$ cat config.mk
export PLATFORM = sky130hd
export DESIGN_NAME = ramb4_s16_stream_reader
export DESIGN_NICKNAME = d
export VERILOG_FILES = /design/src/rtl/ramb4_s16_stream_reader.sv
export SDC_FILE = /design/constraint.sdc
export NUM_CORES = 1
export LEC_CHECK = 0
export ABC_CLOCK_PERIOD_IN_PS = 3100
export CORE_ASPECT_RATIO = 1.2
export CORE_MARGIN = 2
export CORE_UTILIZATION = 40
export CTS_CLUSTER_DIAMETER = 50
export CTS_CLUSTER_SIZE = 12
export DETAILED_ROUTE_END_ITERATION = 7
export PLACE_DENSITY = 0.66
export SYNTH_ARGS = -nofsm -noshare
export SYNTH_HDL_FRONTEND = slang
export SYNTH_SLANG_ARGS = --single-unit
$ cat constraint.sdc
create_clock -name clk -period 3.1 [get_ports clk]
set_clock_uncertainty 0.2 [all_clocks]
set_input_delay 0.62 -clock clk [delete_from_list [all_inputs] [get_ports clk]]
set_output_delay 0.62 -clock clk [all_outputs]
set_load 0.05 [all_outputs]
$ cat src/rtl/ramb4_s16_stream_reader.sv
// Streams LEN words out of a 256x16 synchronous block RAM starting at BASE,
// with a 2-entry skid buffer between the RAM read pipeline and the consumer.
module ramb4_s16_stream_reader #(
  parameter int ADDR_W = 8,
  parameter int DATA_W = 16,
  parameter int LEN_W  = 9
) (
  input  logic              clk,
  input  logic              rst_n,
  input  logic              start,
  input  logic [ADDR_W-1:0] base,
  input  logic [LEN_W-1:0]  len,
  output logic              busy,
  output logic              done,
  output logic [ADDR_W-1:0] ram_addr,
  output logic              ram_en,
  output logic              ram_we,
  output logic              ram_rst,
  input  logic [DATA_W-1:0] ram_do,
  output logic [DATA_W-1:0] m_data,
  output logic              m_valid,
  input  logic              m_ready,
  output logic              m_last
);

  typedef enum logic [1:0] {IDLE, READ, DRAIN} state_t;

  localparam logic [ADDR_W-1:0] ADDR_ONE = {{(ADDR_W-1){1'b0}}, 1'b1};
  localparam logic [LEN_W-1:0]  LEN_ONE  = {{(LEN_W-1){1'b0}}, 1'b1};
  localparam logic [LEN_W-1:0]  LEN_ZERO = '0;

  state_t            state;
  logic [ADDR_W-1:0] addr_q;
  logic [LEN_W-1:0]  issue_rem;
  logic              cap_valid;
  logic              cap_last;
  logic [DATA_W:0]   ent0;
  logic [DATA_W:0]   ent1;
  logic [1:0]        count;
  logic [2:0]        held;
  logic              pop;
  logic              issue;
  logic [DATA_W:0]   cap_word;

  // A read may only be issued if its word is guaranteed a buffer slot when it lands.
  assign pop      = (count != 2'd0) && m_ready;
  assign held     = {1'b0, count} + {2'b00, cap_valid};
  assign issue    = (state == READ) && (issue_rem != LEN_ZERO) &&
                    (held < (3'd2 + {2'b00, pop}));
  assign cap_word = {cap_last, ram_do};

  assign ram_en   = issue;
  assign ram_addr = addr_q;
  assign ram_we   = 1'b0;
  assign ram_rst  = 1'b0;
  assign m_valid  = (count != 2'd0);
  assign m_data   = ent0[DATA_W-1:0];
  assign m_last   = m_valid && ent0[DATA_W];

  always_ff @(posedge clk or negedge rst_n) begin
    if (!rst_n) begin
      state     <= IDLE;
      addr_q    <= '0;
      issue_rem <= '0;
      busy      <= 1'b0;
      done      <= 1'b0;
    end else begin
      done <= 1'b0;
      case (state)
        IDLE: begin
          if (start) begin
            if (len != LEN_ZERO) begin
              state     <= READ;
              addr_q    <= base;
              issue_rem <= len;
              busy      <= 1'b1;
            end else begin
              done <= 1'b1;
            end
          end
        end
        READ: begin
          if (issue) begin
            addr_q    <= addr_q + ADDR_ONE;
            issue_rem <= issue_rem - LEN_ONE;
            if (issue_rem == LEN_ONE) state <= DRAIN;
          end
        end
        DRAIN: begin
          if (pop && m_last) begin
            state <= IDLE;
            busy  <= 1'b0;
            done  <= 1'b1;
          end
        end
        default: state <= IDLE;
      endcase
    end
  end

  // cap_valid marks the cycle RAM_DO holds the word requested one cycle earlier.
  always_ff @(posedge clk or negedge rst_n) begin
    if (!rst_n) begin
      cap_valid <= 1'b0;
      cap_last  <= 1'b0;
      ent0      <= '0;
      ent1      <= '0;
      count     <= 2'd0;
    end else begin
      cap_valid <= issue;
      cap_last  <= issue && (issue_rem == LEN_ONE);
      case ({cap_valid, pop})
        2'b01: begin
          ent0  <= ent1;
          count <= count - 2'd1;
        end
        2'b10: begin
          if (count == 2'd0) ent0 <= cap_word;
          else               ent1 <= cap_word;
          count <= count + 2'd1;
        end
        2'b11: begin
          if (count == 2'd1) begin
            ent0 <= cap_word;
          end else begin
            ent0 <= ent1;
            ent1 <= cap_word;
          end
        end
        default: ;
      endcase
    end
  end

endmodule

== Word-level counts from Yosys, hierarchy flattened ==
Cells that the tools add are included.
Operators by class
  shift-type cells: 0
  $mul: 0
  $add $sub $neg: 6
  mux-type cells: 29
  magnitude comparators: 1
  reductions and logical operators: 21
  div/mod/pow operators: 0
  bitwise gates (word level): 0
  eq/ne operators: 15
Operators by type and width (number)
  $mux W17: 4
  $pmux W17 S3: 1
  $pmux W17 S2: 1
  $mux W9: 3
  $mux W8: 3
  $pmux W9 S2: 1
  $reduce_bool A9 Y1: 2
  $pmux W8 S2: 1
  $ne A2 B2 Y1 const B: 7
  $mux W2: 5
  $reduce_bool A2 Y1: 5
  $eq A9 B1 Y1 const B: 1
  $sub A9 B1 Y9 const B: 1
  $add A8 B1 Y8 const B: 1
  $reduce_and A4 Y1: 2
  $eq A2 B1 Y1 const B: 3
  $eq A2 B2 Y1 const B: 3
  $logic_and A1 B1 Y1: 6
  $mux W1: 6
  $pmux W2 S3: 1
  $reduce_and A5 Y1: 1
  $logic_not A2 Y1: 2
  $pmux W1 S2: 2
  $pmux W2 S2: 1
  other kinds (9): 9
Word-level totals
  word-level logic and storage cells: 82
  latch bits: 0
  memories: 0
  bits in read-only memories: 0
  register bits: 59
  memory bits (writable): 0
  bits of input ports: 37
  output and inout port bits: 31

== Logic depth before layout (Yosys ltp) ==
Gate-level depths: netlist (run 1).
  word-level depth: 7
  depth in mapped cells: 12
  gate-level depth less buffers: 10

== Least setup slack after synthesis (run 1) ==
Ideal clock, no wire load.
  kind: reg2reg
  start: register count[0]
  end: register ent1[10]
  cell stages (with the launch flop): 9
  path buffers: 1
  setup slack: 275 ps
  setup time: 125 ps
  arrival: 2500 ps
  data required time: 2775 ps
  cells stage by stage: dfrtp_1 -> inv_1 -> ha_1 -> inv_1 -> nand2_1 -> ha_1 -> o211ai_1 -> buf_2 -> mux2_2
On the way
  cells in the longest elaborated chain, start to end: 5
Ends and longest elaborated chain
  start: declaration: line 39  | logic [1:0] count;
  start signal: assignment: line 115  | count <= count - 2'd1;
  start signal: assignment: line 120  | count <= count + 2'd1;
  $reduce_bool A2 Y1 *
  via m_valid: line 21  | output logic m_valid,
  $logic_and A1 B1 Y1 *: line 46  | assign pop = (count != 2'd0) && m_ready;
  $eq A2 B2 Y1: line 112  | case ({cap_valid, pop})
  $ne A2 B2 Y1 (no line) or $reduce_bool A2 Y1 (tied branches)
  $reduce_and A3 Y1 (no line)
  end signal: assignment: line 119  | else ent1 <= cap_word;
  end signal: assignment: line 127  | ent1 <= cap_word;
  end: declaration: line 38  | logic [DATA_W:0] ent1;
Mark *: on every way through the listed nets, which the timed path passes. The rest lies on a longest branch.
A chain may end at the register's enable or synchronous reset.

== Worst setup path in the final report (run 1) ==
  start: register count[0]
  end: output port ram_en
On the way
  cells in the longest elaborated chain, start to end: 5
Ends and longest elaborated chain
  $reduce_bool A2 Y1: line 46
  $logic_and A1 B1 Y1: line 46
  $add A2 B1 Y3: line 49  | (held < (3'd2 + {2'b00, pop}));
  $lt A3 B3 Y1 *: line 49
  $logic_and A1 B1 Y1 *: line 48  | assign issue = (state == READ) && (issue_rem != LEN_ZERO) &&
  end: declaration: line 16  | output logic ram_en,
Every way passes the cells marked *; elsewhere a longest branch is shown, timed or not.

==> results by group, run 1 <==
Status
  – Outcome: finished clean

Timing
  – Max Clk Rate: between 300 and 400 MHz
  – Final period util: 0.953
  – Final worst slack: between 0.1 and 0.15 ns
  – Slew Viols, Final: 0
  – Final setup fails: 0
  – RSZ-0062 raised after global routing: no
  – Setup TNS: 0 ns
  – Final hold violations: 0
  – Slew @ Worst Pin: between 0.7 and 0.8 ns
  – Min Tclk post-route: 2.95 ns
  – Worst slew margin: 0.531
  – Hold_ws: between 0.01 and 0.015 ns

Power and ir drop
  – Sequential share of power: 0.280
  – Gate power share: 0.580
  – Pwr/cell area: between 1000 and 1500 nW/um^2
  – Worst vdd ir: approximately 1.1 mV
  – Switch share: 0.448
  – Pwr Total: about 5 mW
  – Static Leak: roughly 1.7 nW
  – Internal cell power: about 2.8 mW
  – Clock power share: 0.140
  – Sw power: 2.24 mW

Floorplan
  – Rows: 35
  – Die H: around 100 um
  – Die area: between 8000 and 9000 sq um
  – IO Pins: 68
  – Core area: around 7600 sq um
  – Initial Util: 0.405
  – Die Wd: 84.0 um

Synthesis
  – Synth cell types: 45
  – EDFF count, synth: 0
  – Cell area after synthesis: 3070 sq um
  – YS warnings: 0
  – Post-synth top flop: dfrtp_1
  – Simple-Gate Fraction of Synth Area: 0.135
  – Synthesized flop and latch total: between 50 and 60
  – Largest family of logic cells by synthesized area: compound AO/OA/AOI/OAI gates
  – Commonest cells in the netlist: dfrtp_1 (59), o21ai_0 (37), nand2_1 (29), nor2_1 (23), buf_4 (19)
  – Compound-gate portion of the synthesized area: 0.187
  – Async S/R FF share, synth: 1.00
  – Mux contribution to synthesized area: 0.0721
  – Post-synthesis instance total: 310
  – Post-synth top area share: 0.481
  – Post-synthesis sequential area ratio: 0.481
  – Main area contributors after synthesis: dfrtp_1 (48%), mux2_2 (6.2%), o21ai_0 (6.0%)
  – Most numerous cell in the Yosys netlist: dfrtp_1
  – Xor/xnor share of the synthesized area: 0.00570
  – Syn Area/Cell: 9.90 sq um
  – Synth Area in Adders: 0.0407
  – Yosys top cell by area: dfrtp_1

Drt
  – Drt pass-1 iters: 4
  – Wire per inst: roughly 14 um
  – Drt initial violations: 51
  – Number of vias per cell: between 5 and 6
  – Routed vias: between 2000 and 2500
  – Drc violations: 0
  – Routed wire length: 6310 um
  – Routed Antenna Nets: 0

Place
  – Placed insts: 446
  – Dpl hpwl: around 4400 um
  – Post-Place Worst Slack: roughly 0.16 ns
  – GP Congestion: about 0.85
  – PortBufs: 65
  – Post-place instance area: between 3000 and 4000 sq um

CTS
  – CTS buffer count: 9
  – Hold-fix buffers, CTS: 0
  – H-tree depth: 3
  – Sink Count: between 50 and 60
  – Clk_lat worst skew: between 0.3 and 0.4 ns
  – CTS max path bufs: 2
  – TritonCTS clock tree: done
  – Clock transition at path regs: ~0.070 ns
  – CTS root buf: clkbuf_8

Setup path
  – Crit Path Class: flip-flop to output pin
  – CP startpoint: count[0]$_DFFE_PN0P_
  – Crit path to: ram_en
  – R2R depth: 10
  – Worst Path Required: roughly 2.3 ns
  – Critical-path maximum fanout: 5
  – Worst setup EP type: output pin
  – Worst Path Arrival: 2.13 ns
  – Worst setup SP type: flip-flop
  – Crit Reg-Reg Endpoint: ent0[9]$_DFFE_PN0P_
  – Reg-to-Reg Start: count[0]$_DFFE_PN0P_
  – Flop2flop setup slack: around 0.61 ns

Global routing
  – Tot GR Track Use: 0.153
  – Largest net degree at the start of global routing: 36
  – Number of global-route vias before repair: roughly 2200
  – Antenna violations before repair: 0
  – First-pass GRT wire length: a little over 10000 um
  – Total congestion overflow: 0

Worst hold path
  – Hold crit path type: input port to asynchronous set/reset pin

Finish
  – Fraction of layout cells with a size suffix above 1: 0.133
  – Final #Nets: a little over 400
  – Fin area: slightly below 4000 sq um
  – Core Util, Final: 0.520
  – Antenna diodes: 0
  – Layout Area Growth over Synthesis: 28.2%
  – Finished Layout Cells: ~460

Flow run
  – Max-Cap Viols: 0
[flip-flops by register name, summed over array words and instances (netlist names)]
signal     count
cap_valid      1
ent1          17
count          2
cap_last       1
busy           1
ram_addr       8
state          2
issue_rem      9
done           1
ent0          17
[per-layer routing]
metal / GRT usage / wire, um
met1: 0.200 / 2950
met2: 0.249 / 3010
met3: 0.0345 / 293
met4: 0.0596 / 51
met5: 0 / 0
[timing repair]
action                     CTS  global route
setup endpoints to repair    0             2
setup buffers                0             0
gates resized for setup      0             2
[final cells by class]
type / instances / area [sq um]
fillers: 712 / 3640
flip-flops and latches: 59 / 1480
multi-input cells: 210 / 1360
repair buffers: 76 / 753
clock buffers: 13 / 159
well taps: 92 / 115
clock inverters: 2 / 35.0
inverters: 9 / 33.8
[critical path, cell delays in order, from the launching register on]
cell      delay (ns)
dfrtp_1         0.42
inv_1           0.06
ha_1            0.28
or3b_4          0.43
a211oi_4        0.25
and2_2          0.22
buf_12          0.14
[cells by family after synthesis]
group	count (synthesis)
other	1
adders and majority gates	10
buffers and inverters	42
AOI/OAI and AO/OA	89
xor gates and xnor gates	2
muxes	20
DFF	59
and+or+nand+nor	87
[worst min-delay path by stage]
stage / startpoint / to / slack, ns / depth (start not counted)
finish: rst_n / ent0[6]$_DFFE_PN0P_ / 0.01 / 1
global route: rst_n / ent0[6]$_DFFE_PN0P_ / 0.03 / 1
CTS: rst_n / ent0[6]$_DFFE_PN0P_ / 0.01 / 1
detailed placement: ent0[7]$_DFFE_PN0P_ / ent0[7]$_DFFE_PN0P_ / 0.27 / 2
global placement: ent0[15]$_DFFE_PN0P_ / ent0[15]$_DFFE_PN0P_ / 0.26 / 2
floorplan: rst_n / busy$_DFFE_PN0P_ / 0.12 / 0
[power groups by stage]
| stage | Sequential (mW) | Combinational (mW) | Clock [mW] |
|---|---|---|---|
| floorplan | 1.53 | 2.06 | 0 |
| global placement | 1.40 | 2.87 | 0 |
| detailed placement | 1.41 | 2.91 | 0 |
| CTS | 1.40 | 2.92 | 0.722 |
| global route | 1.46 | 3.14 | 0.753 |
| finish | 1.40 | 2.89 | 0.699 |
[cell usage in the layout (no fill, tap or decap), types with 4 or more instances in the layout]
master           instances
inv_1                    9
buf_4                   10
o22a_1                   5
mux2_2                  17
ha_1                    10
nand3_1                  4
nor4_1                   7
o21ai_0                 37
dfrtp_1                 59
clkbuf_8                11
nor2_1                  23
a21oi_1                 16
a22oi_1                 17
clkdlybuf4s50_1         62
nor3_1                   8
nand2_1                 29
Note: power is estimated with default switching activity, not from simulation.
==> run 2: changes to the inputs <==
CORE_MARGIN = default   (was 2)
==> run 2 against run 1 <==
Against the previous run: sequential share of layout area hardly changed; power is 0.25% lower; clock-buffer cell count is 1 lower; clock power is 4.4% higher; worst hold slack better by 0.060 ns; first-iteration DRC count is 33% higher; cell count is 0.43% lower; routed wire length is 1.9% lower; largest power group unchanged.
==> results by group, run 2 (synthesis results as in run 1) <==
Setup path
  – Crit path to: m_last
  – CP startpoint: count[0]$_DFFE_PN0P_
  – Crit Path Class: flip-flop to output pin
  – R2R depth: 10 (unchanged)
  – Reg-to-Reg Start: count[0]$_DFFE_PN0P_
  – Worst setup SP type: flip-flop
  – Crit Reg-Reg Endpoint: ent0[6]$_DFFE_PN0P_
  – Worst Path Arrival: 2.16 ns (+0.03 ns)
  – Worst setup EP type: output pin
  – Worst Path Required: 2.28 ns (about the same)
  – Flop2flop setup slack: 0.66 ns (+0.05 ns)
  – Critical-path maximum fanout: 5 (unchanged)

CTS
  – Sink Count: 59 (unchanged)
  – Hold-fix buffers, CTS: 0 (unchanged)
  – CTS buffer count: 9 (unchanged)
  – CTS root buf: clkbuf_8
  – Clock transition at path regs: 0.07 ns (about the same)
  – CTS max path bufs: 2 (unchanged)
  – Post-cts resize count: 0 (unchanged)
  – TritonCTS clock tree: done
  – # Post-CTS Setup Buffers: 0 (unchanged)
  – Clk_lat worst skew: 0.33 ns (about the same)
  – H-tree depth: 3 (unchanged)

Timing
  – Final period util: 0.960 (+0.00724)
  – RSZ-0062 raised after global routing: no
  – Final setup fails: 0 (unchanged)
  – Slew Viols, Final: 0 (unchanged)
  – Hold_ws: 0.0714 ns (+0.0599 ns)
  – Slew @ Worst Pin: 0.720 ns (+0.0162 ns)
  – Worst slew margin: 0.520 (-0.0108)
  – Min Tclk post-route: 2.98 ns (+0.0224 ns)
  – Final hold violations: 0 (unchanged)
  – Max Clk Rate: 336 MHz (-0.75%)
  – Setup TNS: 0 ns (unchanged)

Floorplan
  – Initial Util: 0.417 (+0.0119)
  – Core area: 7360 sq um (-2.9%)
  – IO Pins: 68 (unchanged)
  – Die Wd: 82.0 um (-2.4%)
  – Die area: 8030 sq um (-4.3%)
  – Rows: 34 (-2.9%)
  – Die H: 98.0 um (-2.0%)

Global routing
  – Largest net degree at the start of global routing: 36 (unchanged)
  – Antenna violations before repair: 0 (unchanged)
  – First-pass GRT wire length: 10500 um (+1.5%)
  – Number of global-route vias before repair: 2350 (+6.7%)
  – Total congestion overflow: 0 (unchanged)
  – Tot GR Track Use: 0.168 (+0.0148)

Finish
  – Layout Area Growth over Synthesis: 28.4%
  – Fraction of layout cells with a size suffix above 1: 0.136 (+0.00271)
  – Antenna diodes: 0 (unchanged)
  – Final #Nets: 411 (-0.24%)
  – Fillers: 674 (-5.3%)
  – Commonest cells after routing, fill and taps aside: clkdlybuf4s50_1 (63), dfrtp_1 (59), o21ai_0 (37), nand2_1 (29), nor2_1 (23)
  – Finished Layout Cells: 459 (-0.43%)
  – Top flop regs: ent0: 17 flops, ent1: 17 flops, issue_rem: 9 flops
  – Commonest non-fill, non-tap cell in the layout: clkdlybuf4s50_1

Worst hold path
  – Hold crit path type: input port to asynchronous set/reset pin

Flow run
  – Max-Cap Viols: 0 (unchanged)

Status
  – Outcome: finished clean

Power and ir drop
  – Pwr/cell area: 1260 nW/um^2 (-0.38%)
  – Static Leak: 1.66 nW (-0.91%)
  – Worst vdd ir: 0.660 mV (-38%)

Drt
  – Routed wire length: 6190 um (-1.9%)
  – Drt pass-1 iters: 4 (unchanged)
  – Wire per inst: 13.5 um (-1.4%)
  – Routed vias: 2423 (+0.29%)
  – Number of vias per cell: 5.28 (+0.73%)
  – Drt initial violations: 68 (+33%)
  – Drc violations: 0 (unchanged)
  – Routed Antenna Nets: 0 (unchanged)

Place
  – GP Congestion: 0.831 (-2.4%)
  – Dpl hpwl: 4390 um (-1.1%)
  – PortBufs: 65 (unchanged)
  – Placed insts: 443 (-0.67%)
[run 2: cell count changes in the layout (fill, tap and decap cells not counted), sizes merged]
cell,previous run,this run
dlymetal6s2s,1,0
buf,13,12
clkbuf,13,12
clkinv,1,2
clkdlybuf4s50,62,63
clkinvlp,0,1
[run 2: worst max-delay path: stages (launching register included)]
cell	delay (ns)
dfrtp_1	0.41
inv_1	0.06
ha_1	0.27
nor2b_1	0.23
clkdlybuf4s50_1	0.87
[run 2: worst min-delay path by stage]
stage | endpoint | slack, ns | depth (start not counted)
6_report | ent0[2]$_DFFE_PN0P_ | 0.07 | 1
5_1_grt | ent0[0]$_DFFE_PN0P_ | 0.10 | 1
4_1_cts | ent0[2]$_DFFE_PN0P_ | 0.08 | 1
3_5_place_dp | ent0[10]$_DFFE_PN0P_ | 0.27 | 2
3_3_place_gp | ent0[16]$_DFFE_PN0P_ | 0.26 | 2
2_1_floorplan | busy$_DFFE_PN0P_ | 0.12 | 0
[run 2: area by class of cell]
type,count,area [sq um],share of cell area
flip-flops and latches,59,1480,0.375
repair buffers,75,743,0.189
clock inverters,4,47.5,0.0121
clock buffers,12,165,0.0419
inverters,9,33.8,0.00857
multi-input cells,210,1360,0.346
well taps,90,113,0.0286
[run 2: report_power, final]
part	internal [mW]	switching (mW)	total (mW)
registers	1.14	0.257	1.40
clock network	0.434	0.295	0.730
logic	1.18	1.68	2.85
[run 2: metrics by stage]
step	instance area [sq um]	setup slack (ns)	power (mW)	util
6_report	3940	0.124	4.98	0.536
5_1_grt	3940	0.00472	5.37	0.536
4_1_cts	3940	0.0772	5.03	0.536
3_5_place_dp	3730	0.161	4.29	0.507
3_3_place_gp	3730	0.187	4.22	0.507
2_1_floorplan	3070	0.275	3.59	-
[run 2: routing by layer]
| metal | GRT usage | part of all wire | wire length, um | vias up |
|---|---|---|---|---|
| met5 | 0 | 0 | 0 | - |
| met4 | 0.0729 | 0.013 | 78 | 0 |
| met3 | 0.0308 | 0.044 | 275 | 8 |
| met2 | 0.271 | 0.48 | 2960 | 70 |
| met1 | 0.216 | 0.47 | 2880 | 1150 |
| li1 | - | - | - | 1195 |
